[src/rtl/multicycle_sequencer.sv]
`timescale 1ns/1ps
// Multi-cycle control sequencer for the RV64 datapath.
// Steps instructions through fetch/decode/exec/mem/wb and owns the memory handshake.
module multicycle_sequencer #(
  parameter int TIMEOUT = 16,
  parameter int CNT_W   = 32
) (
  input  logic             clk,
  input  logic             reset,
  input  logic             run,
  input  logic [6:0]       opcode,
  input  logic             take_branch,
  input  logic             mem_ready,
  output logic             mem_req,
  output logic             mem_is_data,
  output logic             mem_we,
  output logic             ir_load,
  output logic             pc_load,
  output logic             pc_sel,
  output logic             reg_we,
  output logic [2:0]       state,
  output logic             halted,
  output logic             trapped,
  output logic [1:0]       trap_cause,
  output logic [CNT_W-1:0] retired
);

  typedef enum logic [2:0] {
    S_IDLE   = 3'd0,
    S_FETCH  = 3'd1,
    S_DECODE = 3'd2,
    S_EXEC   = 3'd3,
    S_MEM    = 3'd4,
    S_WB     = 3'd5,
    S_HALT   = 3'd6,
    S_TRAP   = 3'd7
  } state_t;

  localparam logic [6:0] OP_LOAD   = 7'b0000011;
  localparam logic [6:0] OP_STORE  = 7'b0100011;
  localparam logic [6:0] OP_OP     = 7'b0110011;
  localparam logic [6:0] OP_IMM    = 7'b0010011;
  localparam logic [6:0] OP_OP32   = 7'b0111011;
  localparam logic [6:0] OP_IMM32  = 7'b0011011;
  localparam logic [6:0] OP_BRANCH = 7'b1100011;
  localparam logic [6:0] OP_JAL    = 7'b1101111;
  localparam logic [6:0] OP_JALR   = 7'b1100111;
  localparam logic [6:0] OP_LUI    = 7'b0110111;
  localparam logic [6:0] OP_AUIPC  = 7'b0010111;
  localparam logic [6:0] OP_SYSTEM = 7'b1110011;

  localparam bit          TO_EN   = TIMEOUT != 0;
  localparam logic [31:0] TO_LAST = 32'(TIMEOUT - 1);

  state_t           st;
  state_t           nxt_instr;
  logic [31:0]      wait_cnt;
  logic [1:0]       cause_q;
  logic [CNT_W-1:0] ret_q;

  logic is_load;
  logic is_store;
  logic is_branch;
  logic is_system;
  logic is_legal;
  logic timed_out;

  assign is_load   = opcode == OP_LOAD;
  assign is_store  = opcode == OP_STORE;
  assign is_branch = opcode == OP_BRANCH;
  assign is_system = opcode == OP_SYSTEM;

  always_comb begin
    is_legal = 1'b0;
    unique case (1'b1)
      opcode == OP_LOAD,
      opcode == OP_STORE,
      opcode == OP_OP,
      opcode == OP_IMM,
      opcode == OP_OP32,
      opcode == OP_IMM32,
      opcode == OP_BRANCH,
      opcode == OP_JAL,
      opcode == OP_JALR,
      opcode == OP_LUI,
      opcode == OP_AUIPC: is_legal = 1'b1;
      default:            is_legal = 1'b0;
    endcase
  end

  // A ready arriving on the threshold cycle still completes normally.
  assign timed_out = TO_EN && mem_req && !mem_ready
                  && (wait_cnt == TO_LAST);

  assign nxt_instr = run ? S_FETCH : S_IDLE;

  always_comb begin
    mem_req     = 1'b0;
    mem_is_data = 1'b0;
    mem_we      = 1'b0;
    ir_load     = 1'b0;
    pc_load     = 1'b0;
    reg_we      = 1'b0;
    unique case (st)
      S_FETCH: begin
        mem_req = 1'b1;
        ir_load = mem_ready;
      end
      S_EXEC: begin
        pc_load = is_branch;
      end
      S_MEM: begin
        mem_req     = 1'b1;
        mem_is_data = 1'b1;
        mem_we      = is_store;
        pc_load     = is_store & mem_ready;
      end
      S_WB: begin
        reg_we  = 1'b1;
        pc_load = 1'b1;
      end
      default: begin
      end
    endcase
    pc_sel = pc_load & take_branch;
  end

  always_ff @(posedge clk or posedge reset) begin
    if (reset) begin
      st       <= S_IDLE;
      wait_cnt <= '0;
      cause_q  <= '0;
      ret_q    <= '0;
    end else begin
      if (mem_req && !mem_ready)
        wait_cnt <= wait_cnt + 32'd1;
      else
        wait_cnt <= '0;

      if (pc_load)
        ret_q <= ret_q + CNT_W'(1);

      unique case (st)
        S_IDLE: begin
          if (run)
            st <= S_FETCH;
        end
        S_FETCH: begin
          if (mem_ready) begin
            st <= S_DECODE;
          end else if (timed_out) begin
            st      <= S_TRAP;
            cause_q <= 2'd2;
          end
        end
        S_DECODE: begin
          if (is_legal) begin
            st <= S_EXEC;
          end else if (is_system) begin
            st <= S_HALT;
          end else begin
            st      <= S_TRAP;
            cause_q <= 2'd1;
          end
        end
        S_EXEC: begin
          if (is_branch)
            st <= nxt_instr;
          else if (is_load || is_store)
            st <= S_MEM;
          else
            st <= S_WB;
        end
        S_MEM: begin
          if (mem_ready) begin
            st <= is_store ? nxt_instr : S_WB;
          end else if (timed_out) begin
            st      <= S_TRAP;
            cause_q <= 2'd3;
          end
        end
        S_WB: begin
          st <= nxt_instr;
        end
        default: begin
        end
      endcase
    end
  end

  assign state      = st;
  assign halted     = st == S_HALT;
  assign trapped    = st == S_TRAP;
  assign trap_cause = cause_q;
  assign retired    = ret_q;

endmodule

[config.mk]
export PLATFORM = sky130hd
export DESIGN_NAME = multicycle_sequencer
export DESIGN_NICKNAME = d
export VERILOG_FILES = /design/src/rtl/multicycle_sequencer.sv
export SDC_FILE = /design/constraint.sdc
export NUM_CORES = 1
export LEC_CHECK = 0
export CAP_MARGIN = 0
export CELL_PAD_IN_SITES_DETAIL_PLACEMENT = 1
export CELL_PAD_IN_SITES_GLOBAL_PLACEMENT = 1
export CORE_ASPECT_RATIO = 1.1
export CORE_MARGIN = 4
export CORE_UTILIZATION = 37
export DETAILED_ROUTE_END_ITERATION = 12
export PLACE_DENSITY = 0.81
export SYNTH_ARGS = -nofsm -noshare
export SYNTH_HDL_FRONTEND = slang
export SYNTH_SLANG_ARGS = --single-unit
[constraint.sdc]
create_clock -name clk -period 2.3 [get_ports clk]
set_input_delay 0.46 -clock clk [delete_from_list [all_inputs] [get_ports clk]]
set_output_delay 0.46 -clock clk [all_outputs]
set_load 0.01 [all_outputs]
==> results.md <==
- The run finished, with violations left.
- The final reports fail on setup timing.
- In the finished design, the share of the clock period the worst path needs comes to 1.02.
- The global-route wire length before repair is 18500 µm.
- Summing all non-filler instances in the final layout gives an area of 4970 µm².
- The synthesized instance count is 386.
- For this run, asynchronously set or reset flops after synthesis account for 1.00.
- Subtracting the final worst setup slack from the clock period gives 2.34 ns.
- Once placement finished, the instance area stood at 4680 µm².
- The maximum number of pins on one net before global-route repair is 60.
- The switching power of the nets is 1.07 mW.
- The initial standard-cell utilization of the core is 0.377.
- The share of the Yosys chip area taken by registers is 0.465.
- The critical path data required time is 1.84 ns.
- The TritonCTS buffer count is 9.
- The fill cell instance count of the final layout is 1133.
- The number of antenna violations at the first check in global routing is 1.
- At the pin with the least slew margin, the transition time is 0.639 ns.
- The kind of end point of the critical path is an output pin.
- A synthesized cell averages 9.62 µm².
- STA classifies the critical path startpoint as a primary input.
- The storage element area is 1730 µm².
- In this run the horizontal extent of the chip is 104 µm.
- The cell sitting at the root of the clock tree is a sky130_fd_sc_hd__clkbuf_8.
- For the final database, setup skew stands at 0.0102 ns.
- Of the total power, the clock network draws 0.329.
- The sequential fraction of design power is 0.387.
- Max-cap violations in this run came to 0.
- The number of port buffers is 57.
- The number of pins exceeding their max-slew limit in the final report is 0.
- The iteration-0 DRC count of the detailed router is 138.
- The total setup violations reported at the end of the flow is 2.
- In this run the worst hold path is classified as in2async.
- The flop and latch count out of synthesis is 69.
- The count of cells in the finished layout, fillers not included, comes to 609.
- The switching power share of the total is 0.309.
- The share of cells above drive strength 1 is 0.164.
- The total congestion overflow is 0.
- The clock reaches the later pin of the worst-skew pair after 0.35 ns.
- After detailed routing, the average wire length per cell comes to 17.9 µm.
- The chip height is 113 µm.
- After clock tree synthesis, the clock-pin slew on the worst setup and hold paths is 0.08 ns.
- The worst relative slew slack is 0.571.
- The power share of the combinational group is 0.284.
- For this run, design rule violations remaining after detail routing come to 0.
- Measured in cells, the most critical reg-to-reg path has a length of 6.
- The die outline area is 11700 µm².
- The highest net fanout along the worst path is 3.
- The maximum level of the CTS H-tree is 3.
- In this run the static leakage power is 2.05 nW.
- The Yosys step of the flow raised 0 warnings.
- The final core utilization is 0.505.
- The final-layout worst hold slack is 0.351 ns.
- The top-level I/O count is 58.
- The tree built by TritonCTS fans out to 69 sinks.
- The total routing resource utilization after global routing is 0.192.
- The number of nets in the synthesized netlist is 402.
- The number of hold-slack violations in the final timing report is 0.
- The number of nets in the layout is 499.
- The power consumption is 3.48 mW.
- The remaining antenna violation count is 0.
- The pre-antenna-repair detailed-routing pass consisted of 4 iterations.
- For this design the ratio of total power to cell area is 699 nW/µm².
- Counting flops with a built-in enable in the synthesized netlist gives 0.
- The number of standard-cell rows in the floorplan is 38.
- The area growth from synthesis to layout is 33.9%.
- The total detailed-routing wirelength is 10900 µm.
- The number of global-route vias before repair came to 3731.
- For this run, the top clock speed supported by timing is 0.428 GHz.
- No sink is reached through more buffers than the 2 on the longest clock path.
- The multi-input combinational cells in the finished layout cover a total of 1930 µm².
- The internal power consumption is 2.40 mW.
- The floorplan step defined a core boundary enclosing 9840 µm².
- The most used flip-flop cell after synthesis is sky130_fd_sc_hd__dfrtp_1.
- The library cells used most frequently in the layout, excluding fill and tap cells, are sky130_fd_sc_hd__dfrtp_1 (69), sky130_fd_sc_hd__clkdlybuf4s50_1 (43), sky130_fd_sc_hd__buf_4 (43).
- Synthesis instantiated 53 different standard cells from the library.
- The most frequent standard cell in the layout excluding fill and tap cells is sky130_fd_sc_hd__dfrtp_1.
- The routed layout has 3390 vias.
- Setup repair after global routing could not meet its margin everywhere.
- The type of the worst setup path is in2out.
- The final RePlAce weighted congestion is 0.854.
- The worst-case IR drop observed on VDD is 0.539 mV.
- In the routed layout, each cell is associated on average with a via count of 5.57.
- The final worst slack is -0.0352 ns.
- The worst path arrival time is 1.88 ns.
- The clock tree from TritonCTS is yes.
- The post-synthesis instance area is 3710 µm².
- Once placement completed, the tool counted placed cells totaling 587.
- Detailed placement finished with a half-perimeter wire length of 7790 µm.
## cell families (layout without fill, tap and decap cells)
group,after synthesis,after routing,synth area share
and+or+nand+nor,190,190,0.287
DFF,69,69,0.465
xor gates and xnor gates,58,58,0.137
AOI/OAI and AO/OA,35,35,0.0630
buffers and inverters,29,131,0.0313
adders and majority gates,4,4,0.0135
muxes,1,1,0.00303
other,0,1,0
## through the flow
stage | setup slack [ns] | TNS [ns]
2_1_floorplan | 0.00426 | 0
3_3_place_gp | -0.728 | -6.83
3_5_place_dp | -0.750 | -8.65
4_1_cts | -0.109 | -0.211
5_1_grt | -0.111 | -0.218
6_report | -0.0352 | -0.0688
## registers in the layout (all words and copies together) (netlist names)
name	cells
wait_cnt	32
retired	32
trap_cause	2
state	3
## metal layers
metal	GRT usage	routed length [µm]	vias up
met3	0.0399	428	30
met4	0.0887	340	0
met1	0.229	4560	1715
li1	-	-	1567
met5	0	0	-
met2	0.335	5590	78
## cell type report
type	instances	share of cell area
multi-input combinational	288	0.387
sequential	69	0.347
timing repair buffer	101	0.179
clock buffer	12	0.0312
tap	120	0.0302
clock inverter	4	0.0141
inverter	14	0.0106
antenna	1	0.000503
## path summary, 6_finish.rpt
path                                     to  slack, ns        start
max in group asynchronous       wait_cnt[9]       1.35        reset
worst max-delay path                pc_load      -0.04    opcode[6]
worst max register to register     state[0]       0.16     state[1]
worst min register to register  retired[31]       0.48  retired[31]
min in group clk                retired[31]       0.48  retired[31]
worst min-delay path            retired[26]       0.35        reset
## critical path: stages
cell and delay, ns:
sky130_fd_sc_hd__dlygate4sd2_1 0.25, sky130_fd_sc_hd__or3b_4 0.41, sky130_fd_sc_hd__nor4b_4 0.25, sky130_fd_sc_hd__o22a_2 0.25, sky130_fd_sc_hd__buf_4 0.13, sky130_fd_sc_hd__buf_2 0.12
## timing repair
item                                    in CTS  in global routing
setup buffers                                3                  2
endpoints found under the setup margin       6                  6
hold buffers                                 0                  0
pin swaps                                    6                  4
cloned                                       0                  0
gates resized for setup                     27                  6
## power by group through the flow
stage	sequential (mW)	combinational [mW]	clock [mW]
5_1_grt	1.36	1.07	1.23
6_report	1.35	0.987	1.14
2_1_floorplan	1.38	0.456	0
3_3_place_gp	1.37	0.927	0
4_1_cts	1.35	0.964	1.16
3_5_place_dp	1.37	0.953	0
## synthesized netlist by cell type (2+ instances only)
| library cell | number | area, µm² |
|---|---|---|
| sky130_fd_sc_hd__a21oi_1 | 9 | 45.0 |
| sky130_fd_sc_hd__and2_1 | 5 | 31.3 |
| sky130_fd_sc_hd__and3_1 | 6 | 37.5 |
| sky130_fd_sc_hd__and4_1 | 6 | 52.6 |
| sky130_fd_sc_hd__buf_2 | 3 | 15.0 |
| sky130_fd_sc_hd__clkbuf_1 | 11 | 41.3 |
| sky130_fd_sc_hd__dfrtp_1 | 69 | 1730 |
| sky130_fd_sc_hd__ha_1 | 4 | 50.1 |
| sky130_fd_sc_hd__inv_1 | 13 | 48.8 |
| sky130_fd_sc_hd__nand2_1 | 26 | 97.6 |
| sky130_fd_sc_hd__nand2b_1 | 4 | 25.0 |
| sky130_fd_sc_hd__nand3_1 | 20 | 100 |
| sky130_fd_sc_hd__nand3b_1 | 3 | 22.5 |
| sky130_fd_sc_hd__nand4_1 | 18 | 113 |
| sky130_fd_sc_hd__nor2_1 | 37 | 139 |
| sky130_fd_sc_hd__nor2b_1 | 2 | 12.5 |
| sky130_fd_sc_hd__nor3_1 | 21 | 105 |
| sky130_fd_sc_hd__nor3b_1 | 2 | 15.0 |
| sky130_fd_sc_hd__nor4_1 | 17 | 106 |
| sky130_fd_sc_hd__nor4b_1 | 5 | 43.8 |
| sky130_fd_sc_hd__o2111ai_1 | 2 | 17.5 |
| sky130_fd_sc_hd__o21ai_0 | 10 | 50.1 |
| sky130_fd_sc_hd__o31ai_1 | 2 | 15.0 |
| sky130_fd_sc_hd__or3_1 | 6 | 37.5 |
| sky130_fd_sc_hd__xnor2_1 | 34 | 298 |
| sky130_fd_sc_hd__xor2_1 | 24 | 210 |
No activity file was read; power rests on OpenSTA's default activity.
